`config.mk`:
```
export PLATFORM = sky130hd
export DESIGN_NAME = mem_ctrl
export DESIGN_NICKNAME = d
export VERILOG_FILES = /design/src/rtl/mem_ctrl_pkg.sv /design/src/rtl/mem_ctrl.sv
export SDC_FILE = /design/constraint.sdc
export NUM_CORES = 1
export LEC_CHECK = 0
export ABC_AREA = 1
export CAP_MARGIN = 20
export CORE_ASPECT_RATIO = 0.9
export CORE_MARGIN = 1
export CORE_UTILIZATION = 50
export CTS_CLUSTER_SIZE = 10
export DETAILED_ROUTE_END_ITERATION = 10
export PLACE_DENSITY = 0.8
export SLEW_MARGIN = 20
export SYNTH_ARGS = -nofsm -noshare
export SYNTH_HDL_FRONTEND = slang
export SYNTH_SLANG_ARGS = --single-unit
```
`constraint.sdc`:
```
create_clock -name clock -period 7.5 [get_ports clock]
set_clock_uncertainty 0.05 [all_clocks]
set_input_delay 1.125 -clock clock [delete_from_list [all_inputs] [get_ports clock]]
set_output_delay 1.125 -clock clock [all_outputs]
set_load 0.05 [all_outputs]
```
`src/rtl/mem_ctrl_pkg.sv`:
```
// mem_ctrl_pkg: shared types and helpers for the byte-serial memory controller.
//   mem_state_e  - controller FSM encoding (also exported on the debug port)
//   len_to_bytes - maps a d_len code (bytes-1) to a byte count
package mem_ctrl_pkg;

  typedef enum logic [2:0] {
    MEM_IDLE   = 3'd0,
    MEM_IREAD  = 3'd1,
    MEM_DREAD  = 3'd2,
    MEM_DWRITE = 3'd3,
    MEM_DONE   = 3'd4
  } mem_state_e;

  localparam logic [2:0] IFETCH_BYTES = 3'd4;

  // The reserved length code 2 is widened to a full word.
  function automatic logic [2:0] len_to_bytes(input logic [1:0] len);
    logic [2:0] n;
    if (len == 2'd2) n = 3'd4;
    else             n = {1'b0, len} + 3'd1;
    return n;
  endfunction

endpackage

```
`src/rtl/mem_ctrl.sv`:
```
// mem_ctrl: arbitrates icache refills and data loads/stores onto one
// byte-wide synchronous RAM port, serialising 1/2/4-byte accesses.
//
// Ports:
//   clock, reset         - single clock, synchronous active-high reset
//   i_read/i_addr        - icache word fetch request (level) and address
//   i_discard            - abort an in-flight instruction fetch
//   i_busy/i_ready/i_data- controller busy, completion pulse, fetched word
//   d_read/d_write       - data load/store request (level, never both)
//   d_addr/d_len/d_wdata - byte address, bytes-1 code, store data
//   d_busy/d_ready/d_rdata - busy, completion pulse, zero-extended load data
//   mem_din              - RAM read byte for the address of the previous cycle
//   mem_dout/mem_a/mem_wr- RAM write byte, byte address, write strobe
//   fsm_state            - debug view of the controller state
//
// Handshake: a request is a level held by the requester; it is sampled only
// while the controller is idle (busy low). Completion is a single-cycle ready
// pulse with the data bus valid in that same cycle; the data bus then holds
// until the next completion on that port. Busy stays high during the ready
// cycle so a requester that drops its request on ready cannot re-fire.
module mem_ctrl
  import mem_ctrl_pkg::*;
(
  input  logic        clock,
  input  logic        reset,
  input  logic        i_read,
  input  logic [31:0] i_addr,
  input  logic        i_discard,
  output logic        i_busy,
  output logic        i_ready,
  output logic [31:0] i_data,
  input  logic        d_read,
  input  logic        d_write,
  input  logic [31:0] d_addr,
  input  logic [1:0]  d_len,
  input  logic [31:0] d_wdata,
  output logic        d_busy,
  output logic        d_ready,
  output logic [31:0] d_rdata,
  input  logic [7:0]  mem_din,
  output logic [7:0]  mem_dout,
  output logic [31:0] mem_a,
  output logic        mem_wr,
  output logic [2:0]  fsm_state
);

  mem_state_e  state;
  logic [31:0] base;
  logic [31:0] wdata_q;   // remaining store bytes, next one in [7:0]
  logic [31:0] asm_q;     // read assembly buffer
  logic [2:0]  n_q;       // bytes in this access
  logic [2:0]  cnt;       // cycles spent in the active state
  logic        owner_i;   // completion belongs to the instruction port

  logic [1:0]  cap_idx;
  logic [31:0] asm_next;
  logic [2:0]  cnt_inc;

  // In a read state, cycle cnt (cnt >= 1) sees the byte issued cnt-1 cycles
  // after entry, i.e. byte index cnt-1.
  always_comb begin
    cnt_inc  = cnt + 3'd1;
    cap_idx  = 2'(cnt - 3'd1);
    asm_next = asm_q | (32'(mem_din) << {cap_idx, 3'b000});
  end

  assign i_busy    = (state != MEM_IDLE);
  assign d_busy    = (state != MEM_IDLE);
  assign fsm_state = state;

  always_ff @(posedge clock) begin
    if (reset) begin
      state    <= MEM_IDLE;
      base     <= '0;
      wdata_q  <= '0;
      asm_q    <= '0;
      n_q      <= '0;
      cnt      <= '0;
      owner_i  <= 1'b0;
      i_ready  <= 1'b0;
      i_data   <= '0;
      d_ready  <= 1'b0;
      d_rdata  <= '0;
      mem_dout <= '0;
      mem_a    <= '0;
      mem_wr   <= 1'b0;
    end else begin
      i_ready <= 1'b0;
      d_ready <= 1'b0;
      case (state)
        MEM_IDLE: begin
          cnt   <= '0;
          asm_q <= '0;
          if (d_write) begin
            state    <= MEM_DWRITE;
            base     <= d_addr;
            mem_a    <= d_addr;
            n_q      <= len_to_bytes(d_len);
            mem_dout <= d_wdata[7:0];
            wdata_q  <= d_wdata >> 8;
            mem_wr   <= 1'b1;
            owner_i  <= 1'b0;
          end else if (d_read) begin
            state   <= MEM_DREAD;
            base    <= d_addr;
            mem_a   <= d_addr;
            n_q     <= len_to_bytes(d_len);
            owner_i <= 1'b0;
          end else if (i_read && !i_discard) begin
            state   <= MEM_IREAD;
            base    <= i_addr;
            mem_a   <= i_addr;
            n_q     <= IFETCH_BYTES;
            owner_i <= 1'b1;
          end
        end

        MEM_IREAD, MEM_DREAD: begin
          if (state == MEM_IREAD && i_discard) begin
            state <= MEM_IDLE;
          end else begin
            cnt <= cnt_inc;
            if (cnt_inc < n_q) mem_a <= base + 32'(cnt_inc);
            if (cnt != 3'd0)   asm_q <= asm_next;
            if (cnt == n_q) begin
              state <= MEM_DONE;
              if (owner_i) begin
                i_ready <= 1'b1;
                i_data  <= asm_next;
              end else begin
                d_ready <= 1'b1;
                d_rdata <= asm_next;
              end
            end
          end
        end

        MEM_DWRITE: begin
          if (cnt_inc < n_q) begin
            cnt      <= cnt_inc;
            mem_a    <= base + 32'(cnt_inc);
            mem_dout <= wdata_q[7:0];
            wdata_q  <= wdata_q >> 8;
          end else begin
            mem_wr  <= 1'b0;
            state   <= MEM_DONE;
            d_ready <= 1'b1;
          end
        end

        MEM_DONE: begin
          state <= MEM_IDLE;
        end

        default: begin
          state  <= MEM_IDLE;
          mem_wr <= 1'b0;
        end
      endcase
    end
  end

endmodule

```
==> results.md <==
Status:
- The run finished with clean final reports.

Synth:
- The biggest area contributor in the post-synthesis netlist is dfxtp_1.
- The post-synthesis cell count is ~1400.
- Counting flops and latches in the post-synthesis netlist gives 205.
- The fraction of post-synthesis cell area in the top cell type by area is 41.95%.
- The number of synthesized flops with an enable pin is 0.
- The share of synthesized registers carrying an async set or reset is 0%.
- The average footprint of a synthesized cell is 6.879 um^2.
- Yosys printed 0 warnings.
- Sorting the synthesized cells by area gives the leading types as dfxtp_1, nand2_1, a21oi_1.
- When the netlist entered floorplanning its net count stood at 1543.
- Of the synthesized area, sequential elements account for 41.95%.
- After synthesis, the netlist uses 32 different library cells.
- In the synthesized netlist the dominant register cell turns out to be dfxtp_1.
- The cell area that synthesis handed to floorplanning was about 0.0098 mm^2.

Drt:
- The routed length per placed instance is 15.31 um.
- The first TritonRoute pass finished after 6 iterations.
- The total DRC errors in the routed layout is 0.
- For this block, the via count after detailed routing is 9788.
- The aggregate routed wire length is 28.22 mm.
- The detailed-route vias per instance is approximately 5.3.
- After the first detailed-routing iteration, the DRC count stood at 765.
- Once detail routing completed, the nets flagged for antenna violations numbered 0.

Critical path:
- The terminus of the critical flop-to-flop path is mem_a[12].
- Walking the worst path, the cells encountered are inv_1 > ha_1 > ha_1 > nand2_1 > nand2_1 > nand2_1 > nand2_1 > nand2_1 > nand3_2 > inv_2 > o21ai_0 > nor2_1 > nor2_1.
- The category of the critical setup timing path is register to register.
- The number of cells on the worst reg-to-reg path is 13.
- The largest stage delay on the critical path is 0.83 ns.
- At the worst endpoint, the required time is 7.84 ns.
- The startpoint of the most critical setup path is cnt[0].
- The element type at the critical path start is a register.
- In this run the register-to-register setup slack is 2.90 ns.
- The reg-to-reg startpoint is cnt[0].
- STA classifies the critical path endpoint as a register.
- The cell type of the slowest stage on the worst timing path is ha_1.
- The most critical setup path has its endpoint at mem_a[12].
- By instance count, the cell type seen most on the critical path is nand2_1.
- Data arrives at the worst endpoint at 4.94 ns.
- Along the worst path, the maximum fanout reaches 43.

Run:
- The tool flagged a number of max-cap violations equal to 0.

Placement:
- The number of buffer cells added on primary ports is 223.
- The final weighted congestion of routability-driven global placement is about 0.96.
- The HPWL after detailed placement is 19.61 mm.
- The count of placed standard cells including taps is ~1800.
- The instance area at placement is 0.01196 mm^2.

Final layout:
- The end-of-flow core utilization is 65.91%.
- Cells with a size suffix above 1 make up 3.829% of the layout.
- The post-route cell area is 0.01263 mm^2.
- The number of antenna repair diodes is 0.
- The area added between synthesis and finish is 29.09%.
- The count of nets after finishing is 1711.
- The library cell used most frequently in the layout, excluding fill and tap cells, is nand2_1.
- For this run, the number of standard cells in the final layout without fillers is 1843.
- Leaving out fill and tap cells, the most frequent cells in the layout are nand2_1, clkdlybuf4s50_1, dfxtp_1, a21oi_1, inv_1.
- The count of fill cells added during filler insertion is between 1500 and 2000.

CTS:
- The total number of clock tree sinks is roughly 200.
- The number of buffers on the longest clock path is 3.
- The TritonCTS buffer count is 24.
- In this run, post-CTS hold repair placed 0 buffers.
- After clock tree synthesis, the setup repair step added 0 buffers.
- CTS built an H-tree with a depth of 1.
- The clock network latency to the later pin of the worst-skew pair is 0.50 ns.
- The clock edge transition at the registers on the reported setup and hold paths is 0.06 ns.
- Clock tree synthesis selected as its root buffer the cell clkbuf_16.
- TritonCTS built the clock tree.
- The total of cells resized after clock tree synthesis is 0.

Global route:
- Entering global routing, the biggest net connects 134 pins.
- The number of global-route vias before repair came to 8683.
- The total global-route track usage is 27.42%.
- After global routing the overflow that remains totals 0.
- The first global-routing pass estimated 44.68 mm of wire.
- The number of antenna violations at the first check in global routing was 0.

Power:
- The power density over the cells is 434.5 mW/mm^2.
- The maximum resistive drop on vdd is 0.2546 mV.
- Summed over all cells, the static leakage comes to 4.923 nW.

Floorplanning:
- The region available for standard cell placement spans 0.01916 mm^2.
- Pin placement for this block handled about 220 I/O pins.
- The die is about 150 um wide.
- The initial utilization of the core area, before any placement, comes to 51.06%.
- The die covers 0.02013 mm^2.
- The die is 134.7 um tall.
- The number of standard-cell rows in the floorplan is 48.

STA:
- The clock period minus final worst setup slack is 4.601 ns.
- The final count of negative-setup-slack endpoints is 0.
- The final hold violation count is 0.
- The headroom to the max-slew limit is between 30% and 40%.
- The number of slew-limit violations in the final report is 0.
- Setup repair after global routing left no endpoint under its margin.
- The transition time at the pin with the least slew margin is 1.002 ns.
- In the finished design, the share of the clock period the worst path needs comes to 61.35%.
- The upper clock frequency limit is 217.3 MHz.
- Adding up every negative setup slack in the final design gives 0 ns.

Hold path:
- The class of the most critical hold timing path is register to register.
[metrics by stage]
step	power, mW	setup slack, ns	hold WS, ns
6_report	5.487	2.899	0.3912
5_1_grt	5.861	2.547	0.4082
4_1_cts	5.469	3.018	0.3948
3_5_place_dp	4.451	3.039	0.3866
3_3_place_gp	4.400	3.211	0.3836
2_1_floorplan	3.750	4.351	0.3754
[synth_stat cells (all sizes together), types with 2 or more instances]
master and number:
xnor2 2, nand4 3, nor3 3, inv 164, a31oi 8, nand3 53, a211oi 5, clkbuf 46
nor2 147, xor2 10, mux2i 14, ha 8, o21bai 17, nand2 274, buf 43, a21oi 200
dfxtp 205, o21ai 209, a31o 8
[how the worst min path moves through the flow]
stage / start / to / slack (ns) / cells after the start
6_report: d_rdata[29] / d_rdata[29] / 0.39 / 2
2_1_floorplan: wdata_q[0] / wdata_q[0] / 0.38 / 2
5_1_grt: wdata_q[12] / wdata_q[12] / 0.41 / 2
3_3_place_gp: d_rdata[29] / d_rdata[29] / 0.38 / 2
3_5_place_dp: d_rdata[16] / d_rdata[16] / 0.39 / 2
4_1_cts: d_rdata[16] / d_rdata[16] / 0.39 / 2
[flip-flops by register name, summed over array words and instances (netlist names)]
register,count
d_rdata,32
mem_wr,1
mem_dout,8
fsm_state,3
base,32
i_ready,1
asm_q,32
i_data,32
d_ready,1
n_q,3
owner_i,1
cnt,3
wdata_q,24
mem_a,32
[logic make-up (layout without fill, tap and decap cells)]
kind of cell / after synthesis / in the layout / share of synthesized area [%]
muxes: 14 / 14 / 1.433
buffers and inverters: 254 / 425 / 10.90
xor gates and xnor gates: 12 / 12 / 1.074
DFF: 205 / 205 / 41.95
adders and majority gates: 9 / 9 / 1.228
and+or+nand+nor: 481 / 481 / 19.53
AOI/OAI and AO/OA: 447 / 447 / 23.88
[worst max-delay path: cells and delay by family (launching register included)]
kind | cells | cell delay, ns
buffers and inverters | 2 | 1.06
adder cells (fa/ha/maj) | 2 | 1.19
flip-flops | 1 | 0.75
AO/OA/AOI/OAI | 1 | 0.17
AND/OR/NAND/NOR | 8 | 1.25
[power by group]
| part | leakage [nW] | switching [mW] | internal [mW] |
|---|---|---|---|
| clock | 0.319 | 0.415 | 0.598 |
| combinational | 2.92 | 1.96 | 0.854 |
| sequential | 1.69 | 0.227 | 1.43 |
| total | 4.92 | 2.60 | 2.89 |
[per-layer routing]
layer  track usage [%]  up-vias  routed length [um]
met5                 0        -                   0
met4             6.122        0                 495
met3             5.372       33                2324
met2             41.62      352               12040
met1             39.87     4453               13370
li1                  -     4950                   -
[area by class of cell]
cell class	count	area, um^2	area share [%]
Sequential cell	205	4104	32.50
Clock buffer	29	650.6	5.153
Timing Repair Buffer	231	2291	18.14
Tap cell	250	312.8	2.477
Multi-Input combinational cell	963	4647	36.80
Inverter	165	621.8	4.925
No activity file was read; power rests on OpenSTA's default activity.
